<file path="config.mk">
export PLATFORM = sky130hd
export DESIGN_NAME = multicycle_controller
export DESIGN_NICKNAME = d
export VERILOG_FILES = /design/src/rtl/mim_ctrl_pkg.sv /design/src/rtl/multicycle_controller.sv
export SDC_FILE = /design/constraint.sdc
export NUM_CORES = 1
export LEC_CHECK = 0
export ABC_AREA = 1
export CORE_AREA = 2 2 39 41
export CTS_CLUSTER_DIAMETER = 40
export CTS_CLUSTER_SIZE = 10
export DETAILED_ROUTE_END_ITERATION = 10
export DIE_AREA = 0 0 41 43
export HOLD_SLACK_MARGIN = 0.12
export PLACE_DENSITY = 0.87
export SETUP_SLACK_MARGIN = 0.3
export SKIP_CTS_REPAIR_TIMING = 1
export SYNTH_ARGS = -nofsm -noshare
export SYNTH_HDL_FRONTEND = slang
export SYNTH_SLANG_ARGS = --single-unit
export TNS_END_PERCENT = 20
</file>
<file path="constraint.sdc">
create_clock -name clk -period 2.4 [get_ports clk]
set_input_delay 0.48 -clock clk [delete_from_list [all_inputs] [get_ports clk]]
set_output_delay 0.48 -clock clk [all_outputs]
set_load 0.01 [all_outputs]
</file>
<file path="src/rtl/mim_ctrl_pkg.sv">
// Shared definitions for the multicycle controller and the ALU control
// decoder: FSM state encoding, instruction opcodes, ALUOP codes and the
// datapath mux select encodings.
package mim_ctrl_pkg;

  // Controller states
  typedef enum logic [3:0] {
    ST_IDLE    = 4'd0,
    ST_FETCH   = 4'd1,
    ST_DECODE  = 4'd2,
    ST_EXEC_I  = 4'd3,
    ST_EXEC_R  = 4'd4,
    ST_ALU_WB  = 4'd5,
    ST_MEM_RD  = 4'd6,
    ST_LOAD_WB = 4'd7,
    ST_MEM_WR  = 4'd8,
    ST_JUMP    = 4'd9
  } state_e;

  // Instruction-register opcode field
  localparam logic [2:0] OP_ADDI  = 3'b000;
  localparam logic [2:0] OP_SUBI  = 3'b001;
  localparam logic [2:0] OP_ANDI  = 3'b010;
  localparam logic [2:0] OP_ORI   = 3'b011;
  localparam logic [2:0] OP_RTYPE = 3'b100;
  localparam logic [2:0] OP_LOAD  = 3'b101;
  localparam logic [2:0] OP_STORE = 3'b110;
  localparam logic [2:0] OP_JUMP  = 3'b111;

  // ALUOP codes driven to the ALU control decoder
  localparam logic [2:0] ALUOP_ADD   = 3'b000;
  localparam logic [2:0] ALUOP_SUB   = 3'b001;
  localparam logic [2:0] ALUOP_AND   = 3'b010;
  localparam logic [2:0] ALUOP_OR    = 3'b011;
  localparam logic [2:0] ALUOP_RTYPE = 3'b111;

  // ALU B-operand mux selects
  localparam logic [1:0] SRCB_REG = 2'b00;
  localparam logic [1:0] SRCB_IMM = 2'b01;
  localparam logic [1:0] SRCB_ONE = 2'b10;

  // PC source selects
  localparam logic [1:0] PCSRC_ALU  = 2'b00;
  localparam logic [1:0] PCSRC_JUMP = 2'b10;

  // ALUOP for an immediate-form instruction; non-immediate opcodes fall
  // back to ADD, which is what address/PC arithmetic uses.
  function automatic logic [2:0] imm_aluop(input logic [2:0] op);
    case (op)
      OP_ADDI: imm_aluop = ALUOP_ADD;
      OP_SUBI: imm_aluop = ALUOP_SUB;
      OP_ANDI: imm_aluop = ALUOP_AND;
      OP_ORI:  imm_aluop = ALUOP_OR;
      default: imm_aluop = ALUOP_ADD;
    endcase
  endfunction

endpackage

</file>
<file path="src/rtl/multicycle_controller.sv">
// Multicycle CPU main controller. A single FSM sequences fetch, decode,
// execute, memory access and writeback. Outputs are decoded from the state
// only, except the handshake-completing strobes (ir_write, pc_write,
// instr_done) in the memory wait states, which fire in the mem_ready cycle.
module multicycle_controller
  import mim_ctrl_pkg::*;
(
  input  logic       clk,
  input  logic       rst_n,
  input  logic [2:0] opcode,
  input  logic       mem_ready,
  output logic [2:0] alu_op,
  output logic [1:0] alu_src_b,
  output logic       mem_req,
  output logic       mem_we,
  output logic       iord,
  output logic       ir_write,
  output logic       pc_write,
  output logic       reg_write,
  output logic       mem_to_reg,
  output logic [1:0] pc_src,
  output logic       instr_done
);

  state_e     state_q, state_d;
  // Opcode is only valid in DECODE, so it is held for EXEC_I's ALUOP.
  logic [2:0] opcode_q, opcode_d;

  // State and latched opcode registers; reset returns to IDLE at once.
  always_ff @(posedge clk or negedge rst_n) begin
    if (!rst_n) begin
      state_q  <= ST_IDLE;
      opcode_q <= OP_ADDI;
    end else begin
      state_q  <= state_d;
      opcode_q <= opcode_d;
    end
  end

  // Next-state logic; memory states hold until mem_ready is seen.
  always_comb begin
    state_d  = state_q;
    opcode_d = opcode_q;
    case (state_q)
      ST_IDLE:   state_d = ST_FETCH;
      ST_FETCH:  if (mem_ready) state_d = ST_DECODE;
      ST_DECODE: begin
        opcode_d = opcode;
        case (opcode)
          OP_ADDI, OP_SUBI, OP_ANDI, OP_ORI: state_d = ST_EXEC_I;
          OP_RTYPE: state_d = ST_EXEC_R;
          OP_LOAD:  state_d = ST_MEM_RD;
          OP_STORE: state_d = ST_MEM_WR;
          default:  state_d = ST_JUMP;
        endcase
      end
      ST_EXEC_I:  state_d = ST_ALU_WB;
      ST_EXEC_R:  state_d = ST_ALU_WB;
      ST_ALU_WB:  state_d = ST_FETCH;
      ST_MEM_RD:  if (mem_ready) state_d = ST_LOAD_WB;
      ST_LOAD_WB: state_d = ST_FETCH;
      ST_MEM_WR:  if (mem_ready) state_d = ST_FETCH;
      ST_JUMP:    state_d = ST_FETCH;
      default:    state_d = ST_IDLE;
    endcase
  end

  // Output decode; everything not named in a state stays 0.
  always_comb begin
    alu_op     = ALUOP_ADD;
    alu_src_b  = SRCB_REG;
    mem_req    = 1'b0;
    mem_we     = 1'b0;
    iord       = 1'b0;
    ir_write   = 1'b0;
    pc_write   = 1'b0;
    reg_write  = 1'b0;
    mem_to_reg = 1'b0;
    pc_src     = PCSRC_ALU;
    instr_done = 1'b0;
    case (state_q)
      ST_FETCH: begin
        mem_req   = 1'b1;
        alu_src_b = SRCB_ONE;
        ir_write  = mem_ready;
        pc_write  = mem_ready;
      end
      ST_EXEC_I: begin
        alu_op    = imm_aluop(opcode_q);
        alu_src_b = SRCB_IMM;
      end
      ST_EXEC_R: begin
        alu_op    = ALUOP_RTYPE;
        alu_src_b = SRCB_REG;
      end
      ST_ALU_WB: begin
        reg_write  = 1'b1;
        instr_done = 1'b1;
      end
      ST_MEM_RD: begin
        mem_req   = 1'b1;
        iord      = 1'b1;
        alu_src_b = SRCB_IMM;
      end
      ST_LOAD_WB: begin
        reg_write  = 1'b1;
        mem_to_reg = 1'b1;
        instr_done = 1'b1;
      end
      ST_MEM_WR: begin
        mem_req    = 1'b1;
        mem_we     = 1'b1;
        iord       = 1'b1;
        alu_src_b  = SRCB_IMM;
        instr_done = mem_ready;
      end
      ST_JUMP: begin
        pc_write   = 1'b1;
        pc_src     = PCSRC_JUMP;
        instr_done = 1'b1;
      end
      default: ;
    endcase
  end

endmodule

</file>
==> impl_metrics.py <==
metrics = {
    "setup_path": {
        "path_buf_inv": 3,
        "critPathMaxStageDelay_ps": 540,
        "crit_fanout": 6,
        "worstRegToRegCells": 8,
        "cp_cell_sequence": "clkdlybuf4s50_1 > inv_1 > nor2_1 > clkdlybuf4s50_1",
        "cpMaxStageDelayCell": "clkdlybuf4s50_1",
        "critPathArrivalTime_ps": 1770,
        "timing_worst_setup_path_type": "input pin to primary output",
        "r2r-start": "state_q[0]$_DFFE_PN0P_",
        "crit_required_ps": 1920,
        "critPathCaptureType": "primary output",
        "crit_path_start_kind": "input pin",
        "cp_top_family": "buffers and inverters",
        "r2r_setup_slack_ps": 1200,
        "r2r_end": "state_q[0]$_DFFE_PN0P_",
        "cpMostUsedCell": "clkdlybuf4s50_1",
    },
    "routing": {
        "routed_wl_um": 1220,
        "routed_via_density": 4.80,
        "wl_per_cell_um": 10.3,
        "drtIter0Drc": 7,
        "vias": 571,
        "drtPass1Iterations": 4,
        "ant_nets": 0,
        "drc": 0,
    },
    "timing": {
        "finalClockSkew_ps": 6.25,
        "hold_viol_final": 0,
        "fmax_mhz": 445,
        "fin_crit_sh_pct": 93.7,
        "setup_tns_ps": 0,
        "finalSetupViolations": 0,
        "drv_slew": 0,
        "min_period_ps": 2250,
        "rsz0062_at_grt": "yes",
    },
    "power_and_ir_drop": {
        "p_sw_mw": 0.399,
        "clkPwrFrac_pct": 12.4,
        "power.leakage_nw": 0.450,
        "pwr-share-seq_pct": 25.4,
        "power_frac_comb_pct": 62.2,
        "ir_drop_mv": 0.591,
        "intPower_mw": 0.490,
        "switching_share_pct": 44.8,
        "p_per_area_nw_per_um2": 1130,
    },
    "cells_and_area": {
        "finalNonFillerCells": 119,
        "drive_above_1_share_pct": 24.3,
        "diodes": 0,
        "layout.nets": 110,
        "fill_cells": 131,
        "area_delta_synth_final_pct": 43.0,
    },
    "clock_tree": {
        "clock_latency_ps": 260,
        "clk_pin_slew_ps": 50,
        "clockRootBuffer": "clkbuf_4",
        "cts_tree": "done",
        "cts_max_level": 1,
        "cts-buffers-inserted": 3,
        "cts_sinks": 7,
        "clockBufferDepth": 2,
    },
    "grt": {
        "grtUsageMet1_pct": 20.7,
        "use_met2_pct": 29.4,
        "gr-usage-all-layers_pct": 17.7,
        "grt_pass1_wl_um": 2130,
        "grt_busiest_layer": "met2",
        "grt_use_met3_pct": 0,
        "antenna_found_initial": 0,
        "grt_max_degree": 8,
        "gr-total-overflow": 0,
        "grt_pass1_vias": 542,
    },
    "placed_design": {
        "port_buffers": 19,
        "place_congestion": 0.808,
        "dp.cells": 115,
        "hpwl_um": 944,
    },
    "floorplan": {
        "io_pins": 21,
        "fp.dieW_um": 41,
        "rows": 14,
        "initial_core_util_pct": 39.8,
        "die_y_um": 43,
        "coreArea_um2": 1380,
        "die-area_um2": 1760,
    },
    "synthesis": {
        "synth.distinct_cells": 19,
        "ys_seq_area_share_pct": 31.8,
        "yosys_warnings": 0,
        "syn_nets": 87,
        "syn_inst": 81,
        "ys_ff_latch": 7,
        "syn_avg_cell_area_um2": 6.80,
        "syn_area_um2": 551,
    },
    "min_path": {
        "hold_class": "input pin to async pin",
    },
    "status": {
        "outcome": "complete, no violations",
    },
    "flow_run": {
        "drv_cap": 0,
    },
}
-- power by group through the flow --
stage,Combinational [mW],Sequential [mW],Clock [mW]
after floorplan,0.343,0.217,0
final,0.553,0.226,0.111
after detailed placement,0.547,0.226,0
after global routing,0.613,0.238,0.111
after global placement,0.541,0.224,0
after CTS,0.560,0.224,0.109
-- state kept, by name, summed over array words and instances (netlist names) --
| signal | count |
|---|---|
| state_q | 4 |
| opcode_q | 3 |
-- layout make-up --
type                       count  area [um2]  share of cell area (%)
multi-input combinational     54         299                    38.0
timing repair buffer          19         195                    24.8
sequential                     7         175                    22.3
inverter                      19        71.3                    9.06
clock buffer                   4        26.3                    3.34
tap                           16        20.0                    2.54
-- stage by stage --
stage	util [%]	hold slack (ps)	setup WS (ps)	instance area [um2]	total power, mW
3_5_place_dp	54.4	478	86.1	753	0.773
2_1_floorplan	-	184	890	551	0.560
5_1_grt	56.9	504	82.5	787	0.962
3_3_place_gp	54.4	471	106	753	0.765
4_1_cts	56.3	486	86.4	779	0.893
6_report	56.9	474	150	787	0.889
-- routing by layer --
layer	vias to the layer above	wire length, um
li1	289	-
met2	14	667
met3	3	45
met5	-	0
met1	265	484
met4	0	26
-- cells by family (layout without fill, tap and decap cells) --
group / Yosys count / after routing / share of synthesized area (%)
simple gates: 42 / 42 / 40.2
buf+inv: 20 / 42 / 14.3
compound gates: 11 / 11 / 13.0
flops: 7 / 7 / 31.8
other cells: 1 / 1 / 0.681
-- worst reg2reg max path: stages (launching register included) --
cell      delay (ps)
dfrtp_1          470
nand2_1          120
clkinv_1          70
nand2_2          100
nand2_2           70
nor2_1            90
nand2_1           60
nand2_1           50
nand2_1           40
-- cells in the mapped netlist --
library cell  count  area share (%)
o21bai_2          1             2.0
inv_1            14             9.5
nor2_2            3             3.4
nand2_2           7             8.0
o21ai_0           6             5.5
inv_2             4             2.7
conb_1            1            0.68
nor2_4            2             4.1
dfrtp_1           7              32
o22ai_2           1             2.3
a21oi_1           1            0.91
nand3_2           3             5.5
nand3_1           4             3.6
buf_4             1             1.4
nor2_1            7             4.8
o21ai_1           1            0.91
nand2_1          16              11
o21bai_1          1             1.4
clkinv_1          1            0.68
-- layout by cell type (no fill, tap or decap), types with 2 or more instances in the layout --
master	count
dfrtp_1	7
nand3_2	3
clkbuf_4	3
inv_2	4
nor2_4	2
nand3_1	4
clkdlybuf4s50_1	17
nand2_2	7
inv_1	14
dlymetal6s2s_1	2
nand2_1	16
o21ai_0	6
nor2_1	6
nor2_2	4
-- how the worst max path moves through the flow --
stage | depth (start not counted) | slack (ps) | end | start
floorplan | 3 | 890 | pc_write | state_q[2]$_DFFE_PN0P_
global placement | 4 | 110 | pc_write | mem_ready
detailed placement | 4 | 90 | instr_done | mem_ready
CTS | 4 | 90 | instr_done | mem_ready
global route | 6 | 80 | alu_op[1] | state_q[0]$_DFFE_PN0P_
finish | 4 | 150 | ir_write | mem_ready
No activity file was read; power rests on OpenSTA's default activity.
